[config.mk]
export PLATFORM = sky130hd
export DESIGN_NAME = memory_writer_input
export DESIGN_NICKNAME = d
export VERILOG_FILES = /design/src/rtl/memory_writer_input.sv
export SDC_FILE = /design/constraint.sdc
export NUM_CORES = 1
export LEC_CHECK = 0
export CAP_MARGIN = 40
export CORE_MARGIN = 5
export CORE_UTILIZATION = 48
export CTS_CLUSTER_DIAMETER = 80
export DETAILED_ROUTE_END_ITERATION = 8
export PLACE_DENSITY = 0.84
export SYNTH_ARGS = -nofsm -noshare
export SYNTH_HDL_FRONTEND = slang
export SYNTH_SLANG_ARGS = --single-unit
[constraint.sdc]
create_clock -name clk -period 11.2 [get_ports clk]
set_input_delay 2.8 -clock clk [delete_from_list [all_inputs] [get_ports clk]]
set_output_delay 2.8 -clock clk [all_outputs]
set_load 0.05 [all_outputs]
[src/rtl/memory_writer_input.sv]
`timescale 1ns/1ps
// memory_writer_input: takes an AXI-Stream video frame and writes it to memory as one INCR burst.
// Define MEMORY_WRITER_DOUBLE_BUFFER_EN to alternate frames between two buffers.
module memory_writer_input #(
    parameter int DATA_WIDTH = 32,
    parameter int ADDR_WIDTH = 32
) (
    input  logic                  clk,
    input  logic                  rst_n,
    input  logic [15:0]           frame_height,
    input  logic [15:0]           frame_width,
    input  logic [ADDR_WIDTH-1:0] base_addr,
    input  logic [DATA_WIDTH-1:0] s_axis_tdata,
    input  logic                  s_axis_tvalid,
    output logic                  s_axis_tready,
    input  logic                  s_axis_tlast,
    input  logic                  s_axis_tuser,
    output logic                  start_write,
    output logic [ADDR_WIDTH-1:0] write_addr,
    output logic [31:0]           write_len,
    output logic [2:0]            write_size,
    output logic [1:0]            write_burst,
    input  logic                  awready,
    output logic [DATA_WIDTH-1:0] wdata,
    output logic                  wvalid,
    input  logic                  wready,
    output logic                  wlast,
    input  logic                  bvalid,
    output logic                  frame_ready,
    output logic [ADDR_WIDTH-1:0] frame_addr,
    output logic                  line_err
);

    typedef enum logic [1:0] {IDLE, ADDR, WRITE, RESP} state_t;

    state_t                state;
    state_t                state_next;
    logic [15:0]           width_q;
    logic [15:0]           height_q;
    logic [15:0]           pixel_cnt;
    logic [15:0]           line_cnt;
    logic                  pix_last;
    logic                  line_last;
    logic                  sof;
    logic                  xfer;
    logic                  resp_done;
    logic                  beat_err;
    logic [ADDR_WIDTH-1:0] sof_addr;

    assign sof       = (state == IDLE) && s_axis_tvalid && s_axis_tuser;
    assign xfer      = (state == WRITE) && s_axis_tvalid && wready;
    assign resp_done = (state == RESP) && bvalid;
    assign pix_last  = (pixel_cnt == width_q - 16'd1);
    assign line_last = (line_cnt == height_q - 16'd1);
    assign beat_err  = (s_axis_tlast != pix_last) ||
                       (s_axis_tuser && ((pixel_cnt != 16'd0) || (line_cnt != 16'd0)));

    assign write_len   = {16'b0, width_q} * {16'b0, height_q};
    assign write_size  = 3'b010;
    assign write_burst = 2'b01;

`ifdef MEMORY_WRITER_DOUBLE_BUFFER_EN
    localparam int BYTES = DATA_WIDTH / 8;

    logic        buf_sel;
    logic [31:0] frame_bytes;

    // Second buffer sits directly after the first, sized from the dimensions being sampled now.
    assign frame_bytes = {16'b0, frame_width} * {16'b0, frame_height} * 32'(BYTES);
    assign sof_addr    = buf_sel ? base_addr + ADDR_WIDTH'(frame_bytes) : base_addr;

    always_ff @(posedge clk or negedge rst_n) begin
        if (!rst_n) begin
            buf_sel <= 1'b0;
        end else if (resp_done) begin
            buf_sel <= ~buf_sel;
        end
    end
`else
    assign sof_addr = base_addr;
`endif

    // NOTE: clocked blocks use non-blocking assignments so every register samples pre-edge values.
    always_ff @(posedge clk or negedge rst_n) begin
        if (!rst_n) begin
            state <= IDLE;
        end else begin
            state <= state_next;
        end
    end

    always_comb begin
        state_next = state;
        case (state)
            IDLE:    if (sof) state_next = ADDR;
            ADDR:    if (awready) state_next = WRITE;
            WRITE:   if (xfer && pix_last && line_last) state_next = RESP;
            RESP:    if (bvalid) state_next = IDLE;
            default: state_next = IDLE;
        endcase
    end

    // NOTE: every always_comb output is given a default first so no latch can be inferred.
    always_comb begin
        start_write   = 1'b0;
        s_axis_tready = 1'b0;
        wvalid        = 1'b0;
        wdata         = '0;
        wlast         = 1'b0;
        case (state)
            IDLE:  s_axis_tready = !(s_axis_tvalid && s_axis_tuser);
            ADDR:  start_write   = 1'b1;
            WRITE: begin
                s_axis_tready = wready;
                wvalid        = s_axis_tvalid;
                wdata         = s_axis_tdata;
                wlast         = pix_last && line_last;
            end
            default: ;
        endcase
    end

    // Geometry and address are frozen at start of frame; the stream cannot change them mid-burst.
    always_ff @(posedge clk or negedge rst_n) begin
        if (!rst_n) begin
            width_q     <= '0;
            height_q    <= '0;
            write_addr  <= '0;
            pixel_cnt   <= '0;
            line_cnt    <= '0;
            line_err    <= 1'b0;
            frame_ready <= 1'b0;
            frame_addr  <= '0;
        end else begin
            frame_ready <= resp_done;
            if (resp_done) begin
                frame_addr <= write_addr;
            end
            if (sof) begin
                width_q    <= frame_width;
                height_q   <= frame_height;
                write_addr <= sof_addr;
                pixel_cnt  <= '0;
                line_cnt   <= '0;
                line_err   <= 1'b0;
            end else if (xfer) begin
                if (beat_err) begin
                    line_err <= 1'b1;
                end
                if (pix_last) begin
                    pixel_cnt <= '0;
                    line_cnt  <= line_last ? 16'd0 : line_cnt + 16'd1;
                end else begin
                    pixel_cnt <= pixel_cnt + 16'd1;
                end
            end
        end
    end

endmodule

==> results of run 1 <==
-- logic make-up after synthesis --
logic type | after synthesis | share of synthesized area (%)
AO/OA/AOI/OAI | 223 | 9.51
adder cells (fa/ha/maj) | 308 | 33.3
flip-flops | 132 | 20.7
multiplexers | 32 | 2.26
AND/OR/NAND/NOR | 707 | 21.9
other | 2 | 0.0472
XOR/XNOR | 60 | 3.30
buffers and inverters | 358 | 8.85
-- stage by stage --
step / utilization [%] / setup WS (ns) / instance area [um^2] / cells
floorplan: - / 1.99 / 15900 / 1825
global placement: 56.4 / 1.35 / 18400 / 2392
detailed placement: 56.7 / 1.07 / 18500 / 2396
CTS: 58.5 / 0.596 / 19100 / 2428
global route: 58.5 / 0.183 / 19100 / 2428
finish: 58.5 / 0.531 / 19100 / 2428
-- critical path, delay by kind of cell, from the launching register on --
family / cells / cell delay (ns)
AOI/OAI and AO/OA: 5 / 1.56
xor gates and xnor gates: 1 / 0.16
adders and majority gates: 7 / 3.10
buffers and inverters: 4 / 0.98
DFF: 1 / 0.85
and+or+nand+nor: 3 / 0.78
-- flip-flops by register name (all words and copies together) (netlist names) --
| register | count |
|---|---|
| frame_addr | 32 |
| width_q | 16 |
| height_q | 16 |
| line_cnt | 16 |
| pixel_cnt | 16 |
| state | 2 |
| frame_ready | 1 |
| write_addr | 32 |
| line_err | 1 |
-- area by class of cell --
class,count,area [um^2]
well taps,442,553
inverters,241,905
repair buffers,246,2490
fillers,2767,13500
clock inverters,15,179
multi-input cells,1335,11200
clock buffers,17,425
flip-flops and latches,132,3300
-- path summary, 6_finish.rpt --
check / from / endpoint / slack (ns) / depth (start not counted)
max: width_q[6] / write_len[31] / 0.53 / 20
min: write_addr[21] / write_addr[21] / 0.50 / 2
max reg2reg: height_q[0] / line_cnt[12] / 7.10 / 10
min reg2reg: write_addr[21] / write_addr[21] / 0.50 / 2
max in group asynchronous: rst_n / height_q[5] / 7.75 / 3
min in group asynchronous: rst_n / frame_addr[13] / 2.36 / 1
-- metal layers --
metal / wire length, um / vias to the layer above / GRT usage [%]
li1: - / 6121 / -
met1: 17000 / 6696 / 30.4
met2: 21600 / 614 / 39.5
met3: 3180 / 141 / 4.67
met4: 1720 / 0 / 9.19
met5: 0 / - / 0
-- placed cells by master (no fill, tap or decap), drive strengths merged, types with 13 or more instances in the layout --
master,synthesis,layout
and2,153,153
ha,114,114
nor2,45,45
o21ai,29,29
nand2,354,354
xor2,24,24
fa,194,194
nand2b,21,21
a21oi,57,57
dfrtp,132,132
a31oi,22,22
a21o,18,18
nand3,29,29
nor4,24,24
clkdlybuf4s50,0,236
mux2,32,32
a211oi,13,13
clkbuf,91,17
and3,20,20
nor3,18,18
xnor2,36,36
inv,241,250
==> impl_metrics.csv, run 1 <==
group,metric,value,unit
logic_synthesis,synth-main-ff-cell,"dfrtp_1",
timing,holdWs,0.501,ns
cts,insertion_delay,0.43,ns
grt,grt_use_total,23.6,%
cts,cts-root-buf,"clkbuf_16",
route,routed_via_density,5.59,
timing,rsz0062_at_grt,"false",
grt,grt_pass1_vias,14300,
cts,cts_buffers,17,
logic_synthesis,yosysTopAreaCell,"fa_1",
final_layout,fin_nets,2385,
final_layout,diodes,0,
cts,post_cts_buffers,0,
timing,fin_worst_skew,0.00969,ns
logic_synthesis,yosys-top-cells-area,"fa_1 24%, dfrtp_1 21%, ha_1 9.0%",
worst_setup_path,crit_path_max_fanout,21,
logic_synthesis,avgSynthCellArea,8.74,um^2
worst_setup_path,crit_path_end_kind,"output pin",
cts,clock_path_buffers,2,
cts,cts_num_sinks,132,
cts,cts_hold_buf,0,
worst_setup_path,worst_ep_required_time,8.40,ns
worst_setup_path,crit_slowest_cell,"dfrtp_1",
die,coreArea,0.0326,mm^2
cts,ctsResizeCount,0,
timing,drv_slew,0,
placement,dp_hpwl,33800,um
grt,overflow,0,
worst_setup_path,critPathArrivalTime,7.87,ns
route,wirelength,43500,um
final_layout,drive_gt1_share,4.83,%
die,dieArea,0.0369,mm^2
cts,tritoncts,"built",
logic_synthesis,synth_top_area_share,24.4,%
route,antenna_left,0,
hold_path,hold_path_class,"flip-flop to flip-flop",
route,drc,0,
worst_setup_path,crit_path_start_kind,"flip-flop",
placement,io_buffers,237,
timing,finalCritPeriodShare,95.3,%
grt,grt_pass1_wl,70900,um
final_layout,areaGrowthSynthToFinish,19.9,%
die,chipHeight,192,um
grt,grt_max_degree,67,
logic_synthesis,async_reset_ff_share,100,%
die,initial_core_util,48.8,%
worst_setup_path,critPathKind,"flip-flop to output pin",
route,dr_total_vias,13600,
logic_synthesis,syn_inst,1822,
placement,gp_congestion,0.916,
logic_synthesis,synth_common_cells,"353 x nand2_1, 241 x inv_1, 194 x fa_1",
timing,slew-limit-headroom,36.2,%
die,io_pins,243,
cts,path_clk_slew,0.07,ns
timing,max_freq,93.7,MHz
run_status,status,"finished, final reports clean",
logic_synthesis,synth_edf_count,0,
timing,setup_tns,0,ns
logic_synthesis,synth_most_common_cell,"nand2_1",
route,drt_iter0_drc,1083,
timing,finalSetupViolCount,0,
logic_synthesis,ys.warnings.count,0,
timing,worst_pin_slew,0.957,ns
grt,antenna_found_initial,0,
worst_setup_path,cp_slowest_stage_delay,0.85,ns
worst_setup_path,cp_cell_sequence,"nand2_1 -> fa_1 -> inv_1 -> fa_1 -> ha_1 -> inv_1 -> fa_1 -> fa_1 -> inv_1 -> fa_1 -> ha_1 -> a21oi_1 -> nor2b_1 -> or4_1 -> a31oi_1 -> a31oi_1 -> a311o_1 -> o31ai_1 -> xnor2_1 -> clkdlybuf4s50_1",
logic_synthesis,ys_seq_elements,132,
logic_synthesis,synth_cell_types,79,
route,dr.pass1.iters,5,
die,rows,66,
logic_synthesis,synth_area,0.0159,mm^2
timing,period_minus_slack,10.67,ns
job,maxCapViolCount,0,
timing,hold_viol,0,
die,die-width,192,um
route,wl_per_cell,17.9,um
worst_setup_path,crit_top_cell,"fa_1",
cts,htreeDepth,4,
logic_synthesis,ys_seq_area_share,20.7,%
Power of run 1 is not shown: default switching activity piles up to over one toggle a cycle in this logic, so the estimate is an artifact.
==> inputs of run 2 (changes only) <==
--- a/config.mk
+++ b/config.mk
@@ -8,6 +8,7 @@
 export CAP_MARGIN = 40
 export CORE_MARGIN = 5
 export CORE_UTILIZATION = 48
+export CTS_BUF_LIST = sky130_fd_sc_hd__clkbuf_16
 export CTS_CLUSTER_DIAMETER = 80
 export DETAILED_ROUTE_END_ITERATION = 8
 export PLACE_DENSITY = 0.84
==> results of run 2 <==
No change in the layout: final DEF, timing and power equal those of run 1.
Power of run 2 is left out for the same reason.
==> inputs of run 3 (changes only) <==
--- a/config.mk
+++ b/config.mk
@@ -6,12 +6,14 @@
 export NUM_CORES = 1
 export LEC_CHECK = 0
 export CAP_MARGIN = 40
+export CORE_ASPECT_RATIO = 0.9
 export CORE_MARGIN = 5
 export CORE_UTILIZATION = 48
 export CTS_BUF_LIST = sky130_fd_sc_hd__clkbuf_16
 export CTS_CLUSTER_DIAMETER = 80
 export DETAILED_ROUTE_END_ITERATION = 8
 export PLACE_DENSITY = 0.84
+export RECOVER_POWER = 50
 export SYNTH_ARGS = -nofsm -noshare
 export SYNTH_HDL_FRONTEND = slang
 export SYNTH_SLANG_ARGS = --single-unit
==> run 3 against run 2 <==
- sequential share of layout area grew 0.088 points
- the flow now finishes with violations (max-capacitance violations, max-slew violations)
- final cell count shrank 0.78%
- wire length fell by 1.3%
- critical path type unchanged
- final area decreased by 0.50%
- register-to-register slack got worse by 1.4 ns
- utilization down 0.74 points
- highest routed layer unchanged
- hold slack got worse by 0.0048 ns
==> impl_metrics.csv, run 3 (same netlist as run 1, synthesis figures left out) <==
group,metric,value,unit
final_layout,nFillCells,2798,
cts,insertion_delay,0.43,ns
timing,finalSetupViolCount,0,
cts,cts_hold_buf,0,
final_layout,seq_area,0.00330,mm^2
final_layout,layout_commonest_cell,"nand2_1",
die,dieArea,0.0369,mm^2
route,routed_via_density,5.60,
route,antenna_left,0,
cts,htreeDepth,4,
timing,hold_viol,0,
job,maxCapViolCount,5,
cts,path_clk_slew,0.07,ns
die,chipHeight,183,um
worst_setup_path,crit_end,"write_len[28]",
worst_setup_path,critPathKind,"flip-flop to output pin",
placement,io_buffers,237,
placement,gp_congestion,0.902,
worst_setup_path,timing.rr.start,"state[0]",
worst_setup_path,cp_slowest_stage_delay,0.85,ns
route,drc,0,
worst_setup_path,crit_start,"width_q[7]",
run_status,status,"finished, violations left",
grt,grt_pass1_vias,14100,
cts,tritoncts,"built",
worst_setup_path,reg2regPathDepth,8,
timing,drv_slew,222,
route,drt_iter0_drc,1062,
worst_setup_path,crit_path_max_fanout,22,
timing,slew-limit-headroom,-128,%
timing,max_freq,94.2,MHz
timing,period_minus_slack,10.61,ns
cts,clock_path_buffers,2,
timing,setup_tns,0,ns
final_layout,drive_gt1_share,4.43,%
worst_setup_path,cp_cell_sequence,"nand2_1 -> fa_1 -> inv_1 -> fa_1 -> inv_1 -> fa_1 -> inv_1 -> fa_1 -> fa_1 -> inv_1 -> fa_1 -> inv_1 -> ha_1 -> and3_1 -> nand3_1 -> or2_2 -> o22ai_1 -> o21ai_0 -> o21ai_0 -> a21oi_1 -> xnor2_1 -> clkdlybuf4s50_1",
grt,grt_max_degree,60,
worst_setup_path,crit_path_end_kind,"output pin",
timing,rsz0062_at_grt,"false",
cts,cts-root-buf,"clkbuf_16",
placement,dpl_cell_area,0.0185,mm^2
route,wirelength,42900,um
die,coreArea,0.0329,mm^2
timing,finalCritPeriodShare,94.7,%
grt,overflow,0,
placement,dp_hpwl,33000,um
timing,holdWs,0.496,ns
worst_setup_path,reg2reg_to,"line_cnt[11]",
worst_setup_path,crit_top_cell,"fa_1",
run_status,violations,"max-capacitance violations, max-slew violations",
grt,grt_pass1_wl,70300,um
timing,worst_pin_slew,3.42,ns
final_layout,post-route-util,57.8,%
final_layout,multi_input_area,0.0112,mm^2
worst_setup_path,crit_path_start_kind,"flip-flop",
cts,cts_num_sinks,132,
grt,grt_use_total,23.0,%
final_layout,diodes,0,
worst_setup_path,critPathArrivalTime,7.81,ns
cts,cts_buffers,17,
final_layout,areaGrowthSynthToFinish,19.3,%
die,rows,63,
die,io_pins,243,
die,initial_core_util,48.4,%
timing,fin_worst_skew,0.0135,ns
final_layout,design_area,0.0190,mm^2
route,dr.pass1.iters,5,
final_layout,largestRegisters,"frame_addr x32, write_addr x32",
die,die-width,202,um
hold_path,hold_path_class,"flip-flop to flip-flop",
worst_setup_path,worst_ep_required_time,8.40,ns
route,wl_per_cell,17.8,um
worst_setup_path,crit_slowest_cell,"dfrtp_1",
final_layout,final_cell_mix,"353 x nand2_1, 241 x inv_1, 225 x clkdlybuf4s50_1",
grt,antenna_found_initial,0,
cts,ctsResizeCount,0,
worst_setup_path,rrSetupSlack,5.70,ns
cts,post_cts_buffers,0,
final_layout,fin_nets,2386,
route,dr_total_vias,13500,
-- run 3: worst min path at each step --
stage,cells after the start,end,from
detailed placement,2,write_addr[3],write_addr[3]
finish,2,write_addr[3],write_addr[3]
CTS,2,write_addr[9],write_addr[9]
floorplan,1,pixel_cnt[9],pixel_cnt[9]
global route,1,frame_addr[1],frame_addr[1]
global placement,2,write_addr[5],write_addr[5]
-- run 3: final cells by class --
type | count | area share, %
Clock inverter | 15 | 0.896
Tap cell | 422 | 2.78
Multi-Input combinational cell | 1335 | 59.0
Sequential cell | 132 | 17.4
Timing Repair Buffer | 247 | 12.9
Inverter | 241 | 4.76
Clock buffer | 17 | 2.24
-- run 3: worst max-delay path, delay by kind of cell (launching register included) --
kind                     cells  cell delay [ns]
AND/OR/NAND/NOR              4             0.81
adder cells (fa/ha/maj)      7             3.44
XOR/XNOR                     1             0.17
flip-flops                   1             0.85
buffers and inverters        6             1.09
AO/OA/AOI/OAI                4             0.99
-- run 3: through the flow --
stage,setup slack [ns],cells
detailed placement,1.18,2377
floorplan,1.99,1825
finish,0.589,2409
global route,0.254,2409
CTS,0.660,2409
global placement,1.31,2374
-- run 3: routing by layer --
metal | global-route usage, % | share of wire (%) | up-vias
li1 | - | - | 6129
met1 | 30.1 | 41 | 6692
met2 | 38.0 | 49 | 548
met3 | 3.82 | 6.3 | 123
met4 | 10.1 | 4.0 | 0
met5 | 0 | 0 | -
Power of run 3 is left out for the same reason.
